`src/rtl/line_fill_arbiter.sv`:
```
// ============================================================================
// line_fill_arbiter
// ----------------------------------------------------------------------------
// Shares one AXI4 read channel between NUM_REQ instruction-cache controllers.
// One pending requester is picked, a single INCR burst covering the whole
// cache line is issued, and the returning beats are steered back to the
// granted requester only.
//
// Optional feature macro: ARB_ROUND_ROBIN_EN
//   defined   -> round-robin arbitration. The priority pointer starts at 0
//                and moves to (winner+1) mod NUM_REQ when a burst completes.
//   undefined -> fixed priority. The lowest-index active request wins and no
//                pointer is built.
//
// Ports
//   i_aclk, i_areset      clock, asynchronous active-high reset
//   i_req[NUM_REQ]        per-requester refill request (level)
//   i_addr[NUM_REQ]       per-requester miss address
//   o_gnt[NUM_REQ]        one-hot grant, held for the whole transaction
//   o_rdata               beat data, shared by all requesters
//   o_rvalid[NUM_REQ]     per-requester beat strobe
//   o_rlast, o_rerr       last beat / non-OKAY beat, qualified by o_rvalid
//   o_ar*, i_arready      AXI read-address channel (INCR, BURST_LEN beats)
//   i_r*, o_rready        AXI read-data channel
//   o_proto_err           sticky burst-length mismatch flag, cleared by reset
// ============================================================================
module line_fill_arbiter #(
    parameter int NUM_REQ    = 4,
    parameter int ADDR_SIZE  = 32,
    parameter int DATA_WIDTH = 32,
    parameter int BURST_LEN  = 4
) (
    input  logic                                i_aclk,
    input  logic                                i_areset,
    input  logic [NUM_REQ-1:0]                  i_req,
    input  logic [NUM_REQ-1:0][ADDR_SIZE-1:0]   i_addr,
    output logic [NUM_REQ-1:0]                  o_gnt,
    output logic [DATA_WIDTH-1:0]               o_rdata,
    output logic [NUM_REQ-1:0]                  o_rvalid,
    output logic                                o_rlast,
    output logic                                o_rerr,
    output logic [ADDR_SIZE-1:0]                o_araddr,
    output logic [7:0]                          o_arlen,
    output logic [2:0]                          o_arsize,
    output logic [1:0]                          o_arburst,
    output logic                                o_arvalid,
    input  logic                                i_arready,
    input  logic [DATA_WIDTH-1:0]               i_rdata,
    input  logic [1:0]                          i_rresp,
    input  logic                                i_rvalid,
    input  logic                                i_rlast,
    output logic                                o_rready,
    output logic                                o_proto_err
);

    localparam int IDX_W = (NUM_REQ > 1) ? $clog2(NUM_REQ) : 1;
    localparam int CNT_W = $clog2(BURST_LEN) + 1;
    localparam int OFF_W = $clog2(BURST_LEN * DATA_WIDTH / 8);

    // Clears the byte offset within a line.
    localparam logic [ADDR_SIZE-1:0] LINE_MASK = {ADDR_SIZE{1'b1}} << OFF_W;
    localparam logic [CNT_W-1:0]     LAST_CNT  = CNT_W'(BURST_LEN - 1);
    localparam logic [CNT_W-1:0]     MAX_CNT   = '1;

    typedef enum logic [1:0] {
        ST_IDLE = 2'd0,
        ST_ADDR = 2'd1,
        ST_DATA = 2'd2
    } state_t;

    state_t                 state_reg;
    state_t                 state_next;

    logic [NUM_REQ-1:0]     gnt_reg;
    logic [ADDR_SIZE-1:0]   araddr_reg;
    logic [CNT_W-1:0]       beat_cnt_reg;
    logic                   proto_err_reg;

    logic                   win_found;
    logic [IDX_W-1:0]       win_idx;
    logic [ADDR_SIZE-1:0]   line_addr [NUM_REQ];

    logic                   beat_acc;
    logic                   burst_done;
    logic                   len_mismatch;
    logic                   rvalid_en;

    // ------------------------------------------------------------------------
    // Constant AXI burst attributes
    // ------------------------------------------------------------------------
    assign o_arlen   = 8'(BURST_LEN - 1);
    assign o_arsize  = 3'($clog2(DATA_WIDTH / 8));
    assign o_arburst = 2'b01;

    // ------------------------------------------------------------------------
    // Per-requester line-aligned addresses
    // ------------------------------------------------------------------------
    generate
        for (genvar gi = 0; gi < NUM_REQ; gi++) begin : g_line_addr
            assign line_addr[gi] = i_addr[gi] & LINE_MASK;
        end
    endgenerate

    // ------------------------------------------------------------------------
    // Arbitration
    // ------------------------------------------------------------------------
`ifdef ARB_ROUND_ROBIN_EN
    logic [IDX_W-1:0]       ptr_reg;
    logic [IDX_W-1:0]       gnt_idx_reg;

    // Rotating search: the first active request at or after the pointer wins.
    always_comb begin
        logic [IDX_W-1:0] idx;
        win_found = 1'b0;
        win_idx   = '0;
        idx       = '0;
        for (int k = 0; k < NUM_REQ; k++) begin
            idx = IDX_W'((int'(ptr_reg) + k) % NUM_REQ);
            if (!win_found && i_req[idx]) begin
                win_found = 1'b1;
                win_idx   = idx;
            end
        end
    end

    // The winner's index is remembered so the pointer can skip past it once
    // its burst has fully returned.
    always_ff @(posedge i_aclk or posedge i_areset) begin
        if (i_areset) begin
            ptr_reg     <= '0;
            gnt_idx_reg <= '0;
        end else begin
            if (state_reg == ST_IDLE && win_found) begin
                gnt_idx_reg <= win_idx;
            end
            if (burst_done) begin
                ptr_reg <= (gnt_idx_reg == IDX_W'(NUM_REQ - 1)) ?
                           '0 : gnt_idx_reg + 1'b1;
            end
        end
    end
`else
    // Fixed priority: scanning downward leaves the lowest active index last.
    always_comb begin
        win_found = 1'b0;
        win_idx   = '0;
        for (int k = NUM_REQ - 1; k >= 0; k--) begin
            if (i_req[k]) begin
                win_found = 1'b1;
                win_idx   = IDX_W'(k);
            end
        end
    end
`endif

    // ------------------------------------------------------------------------
    // Beat acceptance and burst-length check
    // ------------------------------------------------------------------------
    assign beat_acc   = (state_reg == ST_DATA) && i_rvalid;
    assign burst_done = beat_acc && i_rlast;

    // Either the burst ended early/late, or the final expected beat was not
    // marked last. Completion itself always follows i_rlast.
    assign len_mismatch = ( i_rlast && (beat_cnt_reg != LAST_CNT)) ||
                          (!i_rlast && (beat_cnt_reg == LAST_CNT));

    // ------------------------------------------------------------------------
    // FSM: state register
    // ------------------------------------------------------------------------
    always_ff @(posedge i_aclk or posedge i_areset) begin
        if (i_areset) begin
            state_reg <= ST_IDLE;
        end else begin
            state_reg <= state_next;
        end
    end

    // ------------------------------------------------------------------------
    // FSM: next-state logic
    // ------------------------------------------------------------------------
    always_comb begin
        state_next = state_reg;
        case (state_reg)
            ST_IDLE: if (win_found)  state_next = ST_ADDR;
            ST_ADDR: if (i_arready)  state_next = ST_DATA;
            ST_DATA: if (burst_done) state_next = ST_IDLE;
            default:                 state_next = ST_IDLE;
        endcase
    end

    // ------------------------------------------------------------------------
    // FSM: output logic
    // Beat fields are forwarded combinationally so data reaches the cache in
    // the same cycle it arrives; outside DATA everything is held at zero.
    // ------------------------------------------------------------------------
    always_comb begin
        o_arvalid = 1'b0;
        o_rready  = 1'b0;
        o_rdata   = '0;
        o_rlast   = 1'b0;
        o_rerr    = 1'b0;
        rvalid_en = 1'b0;
        case (state_reg)
            ST_ADDR: begin
                o_arvalid = 1'b1;
            end
            ST_DATA: begin
                o_rready  = 1'b1;
                o_rdata   = i_rdata;
                rvalid_en = i_rvalid;
                o_rlast   = i_rvalid && i_rlast;
                o_rerr    = i_rvalid && (i_rresp != 2'b00);
            end
            default: begin
            end
        endcase
    end

    // Only the granted requester ever sees a beat strobe.
    generate
        for (genvar gi = 0; gi < NUM_REQ; gi++) begin : g_rvalid
            assign o_rvalid[gi] = rvalid_en & gnt_reg[gi];
        end
    endgenerate

    // ------------------------------------------------------------------------
    // Grant, address, beat counter and sticky protocol error
    // ------------------------------------------------------------------------
    always_ff @(posedge i_aclk or posedge i_areset) begin
        if (i_areset) begin
            gnt_reg       <= '0;
            araddr_reg    <= '0;
            beat_cnt_reg  <= '0;
            proto_err_reg <= 1'b0;
        end else begin
            case (state_reg)
                ST_IDLE: begin
                    if (win_found) begin
                        gnt_reg    <= NUM_REQ'(1) << win_idx;
                        araddr_reg <= line_addr[win_idx];
                    end
                end
                ST_ADDR: begin
                    if (i_arready) begin
                        beat_cnt_reg <= '0;
                    end
                end
                ST_DATA: begin
                    if (beat_acc) begin
                        // Saturate so an overlong burst cannot wrap back to
                        // a count that looks legal.
                        if (beat_cnt_reg != MAX_CNT) begin
                            beat_cnt_reg <= beat_cnt_reg + 1'b1;
                        end
                        if (len_mismatch) begin
                            proto_err_reg <= 1'b1;
                        end
                        if (i_rlast) begin
                            gnt_reg <= '0;
                        end
                    end
                end
                default: begin
                end
            endcase
        end
    end

    assign o_gnt       = gnt_reg;
    assign o_araddr    = araddr_reg;
    assign o_proto_err = proto_err_reg;

endmodule

```
`config.mk`:
```
export PLATFORM = sky130hd
export DESIGN_NAME = line_fill_arbiter
export DESIGN_NICKNAME = d
export VERILOG_FILES = /design/src/rtl/line_fill_arbiter.sv
export SDC_FILE = /design/constraint.sdc
export NUM_CORES = 1
export LEC_CHECK = 0
export CAP_MARGIN = 20
export CORE_MARGIN = 8
export CORE_UTILIZATION = 35
export DETAILED_ROUTE_END_ITERATION = 10
export PLACE_DENSITY = 0.87
export SLEW_MARGIN = 20
export SYNTH_ARGS = -nofsm -noshare
export SYNTH_HDL_FRONTEND = slang
export SYNTH_SLANG_ARGS = --single-unit
```
`constraint.sdc`:
```
create_clock -name i_aclk -period 3.1 [get_ports i_aclk]
set_clock_uncertainty 0.05 [all_clocks]
set_input_delay 0.62 -clock i_aclk [delete_from_list [all_inputs] [get_ports i_aclk]]
set_output_delay 0.62 -clock i_aclk [all_outputs]
set_load 0.01 [all_outputs]
```
==> results of run 1 <==
==> worst register-to-register path, stage by stage, from the launching register on <==
cell and delay (ns):
dfrtp_1 0.47, nor2_2 0.16, buf_4 0.35, nand2_1 0.23, a32o_1 0.30
==> cell families (layout without fill, tap and decap cells) <==
family | count (synthesis) | after routing | synth area share (%)
AO/OA/AOI/OAI | 121 | 121 | 28.9
adder cells (fa/ha/maj) | 3 | 3 | 1.25
flip-flops | 38 | 38 | 31.5
AND/OR/NAND/NOR | 114 | 114 | 26.9
other | 2 | 17 | 0.249
XOR/XNOR | 1 | 1 | 0.291
multiplexers | 1 | 1 | 0.332
buffers and inverters | 60 | 256 | 10.5
==> layout make-up <==
type	instances	area, sq um	share of cell area, %
Clock buffer	8	110	2.03
Tap cell	108	135	2.49
Sequential cell	38	951	17.6
Timing Repair Buffer	242	2390	44.1
Inverter	6	22.5	0.416
Multi-Input combinational cell	257	1810	33.4
==> power by group through the flow <==
stage	logic [mW]	registers (mW)	clock network, mW
after CTS	1.89	0.894	0.412
after global placement	1.85	0.888	0
after detailed placement	1.89	0.902	0
final	1.86	0.895	0.401
after global routing	2.01	0.926	0.431
after floorplan	0.782	0.977	0
==> metal layers <==
metal / part of all wire, % / vias to the layer above / wire, microns / GRT usage, %
met3: 9.2 / 16 / 1180 / 6.38
met2: 53 / 181 / 6750 / 38.2
met5: 0 / - / 0 / 0
met1: 36 / 1666 / 4680 / 21.1
met4: 1.8 / 0 / 231 / 5.18
li1: - / 1685 / - / -
==> layout by cell type, fill, tap and decap left out, drive strengths merged, types with 8 or more instances in the layout <==
cell,instances
clkdlybuf4s50,225
a31oi,26
nand3b,29
a21o,26
or3b,26
a21oi,28
buf,17
dfrtp,38
conb,17
a222oi,26
and2,33
clkbuf,8
nand2,9
==> path summary, 6_finish.rpt <==
check | from | cells after the start | end | slack (ns)
max | i_rvalid | 4 | o_rlast | 0.35
min | o_proto_err | 1 | o_proto_err | 0.42
max reg2reg | state_reg[0] | 4 | o_gnt[3] | 1.44
min reg2reg | o_proto_err | 1 | o_proto_err | 0.42
max in group asynchronous | i_areset | 3 | o_araddr[17] | 1.83
min in group asynchronous | i_areset | 2 | o_araddr[29] | 0.61
==> metrics by stage <==
step	setup slack, ns	instance area, sq um	hold slack, ns	util [%]	std cells
detailed placement	0.342	5310	0.407	62.1	651
floorplan	1.15	3070	0.417	-	355
finish	0.349	5420	0.422	63.4	659
global route	0.276	5420	0.447	63.4	659
global placement	0.350	5310	0.404	62.1	651
CTS	0.342	5420	0.425	63.3	659
==> impl_metrics.json, run 1 <==
{
  "final_layout_size_suffix_gt1_share_pct": 10.3,
  "io_buffer_count": 227,
  "combPwrFrac_pct": 59.0,
  "crit_chain": "clkdlybuf4s50_1 > nand4b_1 > inv_1 > clkdlybuf4s50_1",
  "critPathBufInv": 3,
  "die-width_microns": 109,
  "antenna_found_initial": 0,
  "ys_ff_latch": 38,
  "yosysSeqAreaShare_pct": 31.5,
  "rows": 34,
  "fin_nets": 724,
  "dp_hpwl_microns": 10100,
  "finalSetupViolCount": 0,
  "drc": 0,
  "cp-start-kind": "primary input",
  "clockRootBuffer": "clkbuf_8",
  "routed_via_density": 5.38,
  "rsz0062_at_grt": "false",
  "power.total_mw": 3.16,
  "vdd_drop_max_mv": 0.216,
  "hold_violations": 0,
  "largest_reg_flops": 28,
  "p_seq_share_pct": 28.3,
  "max_freq_ghz": 0.364,
  "grt_pass1_vias": 3660,
  "ant_nets": 0,
  "power_density_nw_per_um2": 583,
  "path_clk_slew_ns": 0.07,
  "critPathMostFrequentCell": "clkdlybuf4s50_1",
  "worst_ep_required_time_ns": 2.43,
  "cp.arrival_ns": 2.08,
  "grt.total_usage_pct": 20.3,
  "cts_tree": "yes",
  "die_h_microns": 109,
  "final.setup.tns_ns": 0,
  "cpPeakStageDelay_ns": 0.66,
  "cts.sinks": 38,
  "cap_violations": 0,
  "clock_latency_ns": 0.28,
  "gp_congestion": 0.778,
  "worst_pin_slew_ns": 0.694,
  "synth_most_common_cell": "dfrtp_1",
  "cell_internal_pwr_mw": 1.98,
  "cts_buffers": 5,
  "areaGrowthSynthToFinish_pct": 79.7,
  "maxSlewHeadroom_pct": 53.5,
  "post_cts_buffers": 0,
  "power.switching_mw": 1.18,
  "drtIter0Drc": 204,
  "grt_overflow": 0,
  "p_sw_share_pct": 37.2,
  "yosys.area.top_type_share_pct": 31.5,
  "insertedDiodeCount": 0,
  "outcome": "complete, no violations",
  "cts_buffer_depth": 2,
  "yosysWarningCount": 0,
  "yosysTopAreaCell": "dfrtp_1",
  "ys_top_cells_by_count": "38 x dfrtp_1, 33 x and2_1, 30 x clkbuf_1",
  "fp.coreArea_sq_um": 8550,
  "crit_family": "buffers and inverters",
  "min_period_over_period_pct": 88.7,
  "synthTopCellsByArea": "dfrtp_1 32%, a222oi_1 8.6%, or3b_2 7.6%",
  "synthCells": 340,
  "p_clk_share_pct": 12.7,
  "die-area_sq_um": 11800,
  "grt_pass1_wl_microns": 19200,
  "syn_area_sq_um": 3010,
  "async_flop_share_pct": 100,
  "hold_class": "flip-flop to flip-flop",
  "initial_core_util_pct": 35.3,
  "routed_wl_microns": 12800,
  "ys_types": 35,
  "cts_max_level": 2,
  "worst-setup-path-type": "primary input to output port",
  "nFillCells": 705,
  "critPathMaxFanout": 9,
  "grt_max_degree": 52,
  "avgSynthCellArea_sq_um": 8.87,
  "crit_slowest_cell": "clkdlybuf4s50_1",
  "synth_ff_type": "dfrtp_1",
  "p_leak_nw": 2.08,
  "synth-edff-count": 0,
  "wl_per_cell_microns": 19.5,
  "vias": 3548,
  "dr.pass1.iters": 5,
  "hold_buffers": 0,
  "ios": 261,
  "worstSetupEndpointType": "output port",
  "drv_slew": 0,
  "ctsResizeCount": 0,
  "finalCriticalPeriod_ns": 2.75
}
No activity file was read; power rests on OpenSTA's default activity.
==> run 2: changes to the inputs <==
CORE_AREA = 2 2 102 104   (was unset)
CORE_MARGIN = unset   (was 8)
CORE_UTILIZATION = unset   (was 35)
DIE_AREA = 0 0 104 106   (was unset)
PLACE_DENSITY = 0.77   (was 0.87)
==> run 2 against run 1 <==
- die area is 6.9% lower
- highest routed layer unchanged
- critical endpoint unchanged
- first-iteration DRC count is 10% higher
- routed wire length is 7.5% lower
- largest cell class unchanged
- critical path type unchanged
- global-route usage is 0.051 points higher
==> impl_metrics.json, run 2 (synthesis results as in run 1) <==
{
  "initial_core_util_pct": 30.1,
  "die-area_sq_um": 11000,
  "cp-start-kind": "primary input",
  "hold_violations": 0,
  "worst_ep_required_time_ns": 2.43,
  "post_cts_buffers": 0,
  "cp-endpoint": "o_rlast",
  "dr.pass1.iters": 5,
  "routed_via_density": 5.18,
  "cts_buffer_depth": 2,
  "ios": 261,
  "p_leak_nw": 2.08,
  "routed_wl_microns": 11900,
  "cts_max_level": 2,
  "rows": 37,
  "min_period_over_period_pct": 87.3,
  "path_clk_slew_ns": 0.07,
  "drv_slew": 0,
  "hold_buffers": 0,
  "r2r_start": "state_reg[0]",
  "worst-setup-path-type": "primary input to output port",
  "ctsResizeCount": 0,
  "vias": 3562,
  "regArea_sq_um": 951,
  "grt_overflow": 0,
  "grt_pass1_vias": 3675,
  "finalSetupViolCount": 0,
  "maxSlewHeadroom_pct": 28.0,
  "gp_congestion": 0.804,
  "final_layout_size_suffix_gt1_share_pct": 10.3,
  "cp.arrival_ns": 2.04,
  "clockRootBuffer": "clkbuf_8",
  "grt_max_degree": 59,
  "cts.sinks": 38,
  "vdd_drop_max_mv": 0.336,
  "final_cell_mix": "225 x clkdlybuf4s50_1, 38 x dfrtp_1, 33 x and2_1",
  "insertedDiodeCount": 0,
  "multi_input_area_sq_um": 1810,
  "worst_pin_slew_ns": 1.08,
  "clock_latency_ns": 0.28,
  "fp.coreArea_sq_um": 10000,
  "critPathMaxFanout": 9,
  "rsz0062_at_grt": "false",
  "fin_nets": 725,
  "largest_reg_flops": 28,
  "finalCriticalPeriod_ns": 2.71,
  "die-width_microns": 104,
  "hold_class": "flip-flop to flip-flop",
  "placedCellCount": 680,
  "rr_worst_depth": 3,
  "die_h_microns": 106,
  "max_freq_ghz": 0.370,
  "cts_buffers": 5,
  "final.setup.tns_ns": 0,
  "wl_per_cell_microns": 17.3,
  "power_density_nw_per_um2": 571,
  "grt_pass1_wl_microns": 18300,
  "hold_slack_ns": 0.438,
  "cts_tree": "yes",
  "cp-startpoint": "i_rvalid",
  "finalWorstSetupSlack_ns": 0.395,
  "r2r_slack_ns": 1.13,
  "outcome": "complete, no violations",
  "final_cell_count_no_fill": 688,
  "ant_nets": 0,
  "io_buffer_count": 227,
  "drc": 0,
  "dp_slack_ns": 0.387,
  "grt.total_usage_pct": 20.3,
  "areaGrowthSynthToFinish_pct": 80.5,
  "nFillCells": 912,
  "dp_hpwl_microns": 8870,
  "r2r-end": "o_araddr[4]",
  "drtIter0Drc": 225,
  "antenna_found_initial": 0,
  "worstSetupEndpointType": "output port",
  "min_from": "o_proto_err",
  "cap_violations": 0,
  "final_common_cell": "clkdlybuf4s50_1"
}
## run 2: metrics by stage
stage	total power, mW	instance area (sq um)	utilization (%)
floorplan	1.76	3070	-
global placement	2.73	5350	53.5
detailed placement	2.78	5350	53.5
CTS	3.14	5440	54.4
global route	3.30	5440	54.4
finish	3.11	5440	54.4
## run 2: per-layer routing
layer	track usage, %	part of all wire (%)	vias to the layer above	wire [microns]
met2	38.2	52	177	6200
met3	4.97	6.6	11	780
met1	22.5	40	1685	4770
met4	6.47	1.1	0	133
li1	-	-	1689	-
met5	0	0	-	0
## run 2: layout make-up
| cell class | count | share of cell area [%] |
|---|---|---|
| Sequential cell | 38 | 17.5 |
| Clock inverter | 1 | 0.0920 |
| Inverter | 6 | 0.437 |
| Tap cell | 136 | 3.13 |
| Timing Repair Buffer | 243 | 44.0 |
| Multi-Input combinational cell | 257 | 33.3 |
| Clock buffer | 7 | 1.59 |
## run 2: worst max-delay path: stages
cell	delay, ns
clkdlybuf4s50_1	0.63
nand4b_1	0.17
inv_1	0.08
clkdlybuf4s50_1	0.54
## run 2: report_power, final
group | total, mW | switching, mW | leakage, nW | internal, mW
Clock | 0.354 | 0.175 | 0.0482 | 0.180
Combinational | 1.85 | 0.829 | 1.59 | 1.02
Sequential | 0.900 | 0.161 | 0.442 | 0.740
Total | 3.11 | 1.16 | 2.08 | 1.94
## run 2: worst min path at each step
stage / cells after the start / slack (ns) / end
3_3_place_gp: 1 / 0.41 / o_proto_err
2_1_floorplan: 1 / 0.42 / beat_cnt_reg[0]
4_1_cts: 1 / 0.44 / o_proto_err
5_1_grt: 1 / 0.47 / o_proto_err
3_5_place_dp: 1 / 0.43 / o_proto_err
6_report: 1 / 0.44 / o_proto_err
==> run 3: changes to the inputs <==
DONT_BUFFER_PORTS = 1   (was unset)
PLACE_DENSITY = 0.43   (was 0.77)
clock period = 3.2 ns   (was 3.1 ns; I/O delays follow)
==> run 3 against run 2 <==
- combinational power fell by 55%
- core utilization fell by 23 points
- via count fell by 24%
- largest power group is now sequential cells
- routed wire length fell by 13%
- largest cell class is now multi-input gates
- register-to-register slack improved by 0.39 ns
- power fell by 29%
- critical endpoint is now o_rdata[19]
- worst setup slack improved by 0.41 ns
- cell count fell by 34%
- worst hold slack got worse by 0.082 ns
==> impl_metrics.json, run 3 (synthesis results as in run 1) <==
{
  "grt_busiest_layer": "met2",
  "r2r_start": "state_reg[0]",
  "grt_overflow": 0,
  "placed_area_sq_um": 3010,
  "r2r-end": "o_gnt[3]",
  "rows": 37,
  "fp.coreArea_sq_um": 10000,
  "final_cell_mix": "38 x dfrtp_1, 32 x and2_1, 29 x nand3b_1",
  "clockRootBuffer": "clkbuf_8",
  "largest_reg_flops": 28,
  "postLayoutCellArea_sq_um": 3100,
  "final.setup.tns_ns": 0,
  "grt.total_usage_pct": 17.8,
  "cap_violations": 0,
  "use_met2_pct": 32.1,
  "ant_nets": 0,
  "drv_slew": 0,
  "drc": 0,
  "outcome": "complete, no violations",
  "die-width_microns": 104,
  "rr_worst_depth": 4,
  "cts_max_level": 2,
  "worst_pin_slew_ns": 0.869,
  "die-area_sq_um": 11000,
  "cp-startpoint": "state_reg[1]",
  "cp-start-kind": "flip-flop",
  "post_cts_buffers": 0,
  "rsz0062_at_grt": "false",
  "antenna_found_initial": 1,
  "power_density_nw_per_um2": 713,
  "critPathMaxFanout": 34,
  "final_common_cell": "dfrtp_1",
  "wl_per_cell_microns": 23.0,
  "clock_latency_ns": 0.29,
  "die_h_microns": 106,
  "met3_usage_pct": 5.15,
  "cp-endpoint": "o_rdata[19]",
  "worst-setup-path-type": "flip-flop to output port",
  "grt_pass1_vias": 2684,
  "cts_buffers": 5,
  "areaGrowthSynthToFinish_pct": 2.82,
  "worst_ep_required_time_ns": 2.51,
  "finalCriticalPeriod_ns": 2.39,
  "vdd_drop_max_mv": 0.283,
  "hold_class": "primary input to asynchronous set/reset pin",
  "drtIter0Drc": 208,
  "final_layout_size_suffix_gt1_share_pct": 14.3,
  "hold_buffers": 0,
  "grt_pass1_wl_microns": 15600,
  "min_period_over_period_pct": 74.8,
  "max_freq_ghz": 0.418,
  "gp_congestion": 0.721,
  "cts.sinks": 38,
  "dp_hpwl_microns": 7200,
  "maxSlewHeadroom_pct": 42.0,
  "dr.pass1.iters": 7,
  "use_met1_pct": 20.5,
  "routed_via_density": 5.97,
  "ios": 261,
  "cts_buffer_depth": 2,
  "path_clk_slew_ns": 0.08,
  "routed_wl_microns": 10400,
  "cts_tree": "yes",
  "cp.arrival_ns": 1.70,
  "r2r_slack_ns": 1.52,
  "io_buffer_count": 0,
  "grt_max_degree": 62,
  "p_leak_nw": 1.16,
  "initial_core_util_pct": 30.1,
  "ctsResizeCount": 0,
  "finalSetupViolCount": 0,
  "fin_nets": 487,
  "hold_violations": 0,
  "vias": 2694,
  "worstSetupEndpointType": "output port"
}
run 3: changes by cell type in the layout (fill, tap and decap cells not counted):
cell,previous run,this run
and2_1,33,32
and2_2,0,1
buf_2,2,0
buf_4,15,4
clkdlybuf4s50_1,225,0
clkinv_2,2,1
diode_2,0,1
inv_2,0,1
run 3: worst max-delay path, cell delays in order, from the launching register on:
cell	delay, ns
dfrtp_1	0.45
nor2b_2	0.36
buf_4	0.32
and2_1	0.28
run 3: worst min path at each step:
| stage | from | to | slack, ns | cells after the start |
|---|---|---|---|---|
| 4_1_cts | i_areset | beat_cnt_reg[0] | 0.38 | 1 |
| 2_1_floorplan | beat_cnt_reg[0] | beat_cnt_reg[0] | 0.42 | 1 |
| 5_1_grt | i_arready | state_reg[0] | 0.40 | 1 |
| 3_5_place_dp | beat_cnt_reg[0] | beat_cnt_reg[0] | 0.45 | 1 |
| 6_report | i_areset | beat_cnt_reg[0] | 0.36 | 1 |
| 3_3_place_gp | beat_cnt_reg[0] | beat_cnt_reg[0] | 0.44 | 1 |
run 3: final cells by class:
cell class / instances / area [sq um]
fillers: 1076 / 6900
multi-input cells: 257 / 1810
flip-flops and latches: 38 / 951
well taps: 136 / 170
clock buffers: 7 / 86.3
repair buffers: 5 / 50.0
inverters: 6 / 22.5
clock inverters: 1 / 5.00
diodes: 1 / 2.50
run 3: metrics by stage:
step | util, % | power, mW | hold WS [ns] | std cells | setup WS (ns)
global placement | 30.0 | 1.87 | 0.437 | 442 | 0.836
detailed placement | 30.1 | 1.88 | 0.448 | 442 | 1.11
finish | 31.0 | 2.21 | 0.355 | 451 | 0.806
floorplan | - | 1.70 | 0.417 | 355 | 1.23
global route | 31.0 | 2.40 | 0.399 | 451 | 0.666
CTS | 31.0 | 2.25 | 0.378 | 450 | 0.779
run 3: power by group:
part           internal [mW]  switching [mW]  leakage (nW)
Sequential             0.716           0.300         0.442
Clock                  0.174           0.183        0.0482
Combinational          0.322           0.514         0.668
run 3: layer usage:
metal  vias up  wire length [microns]
li1       1210                      -
met5         -                      0
met1      1317                   3890
met2       158                   5390
met4         0                    133
met3         9                    969
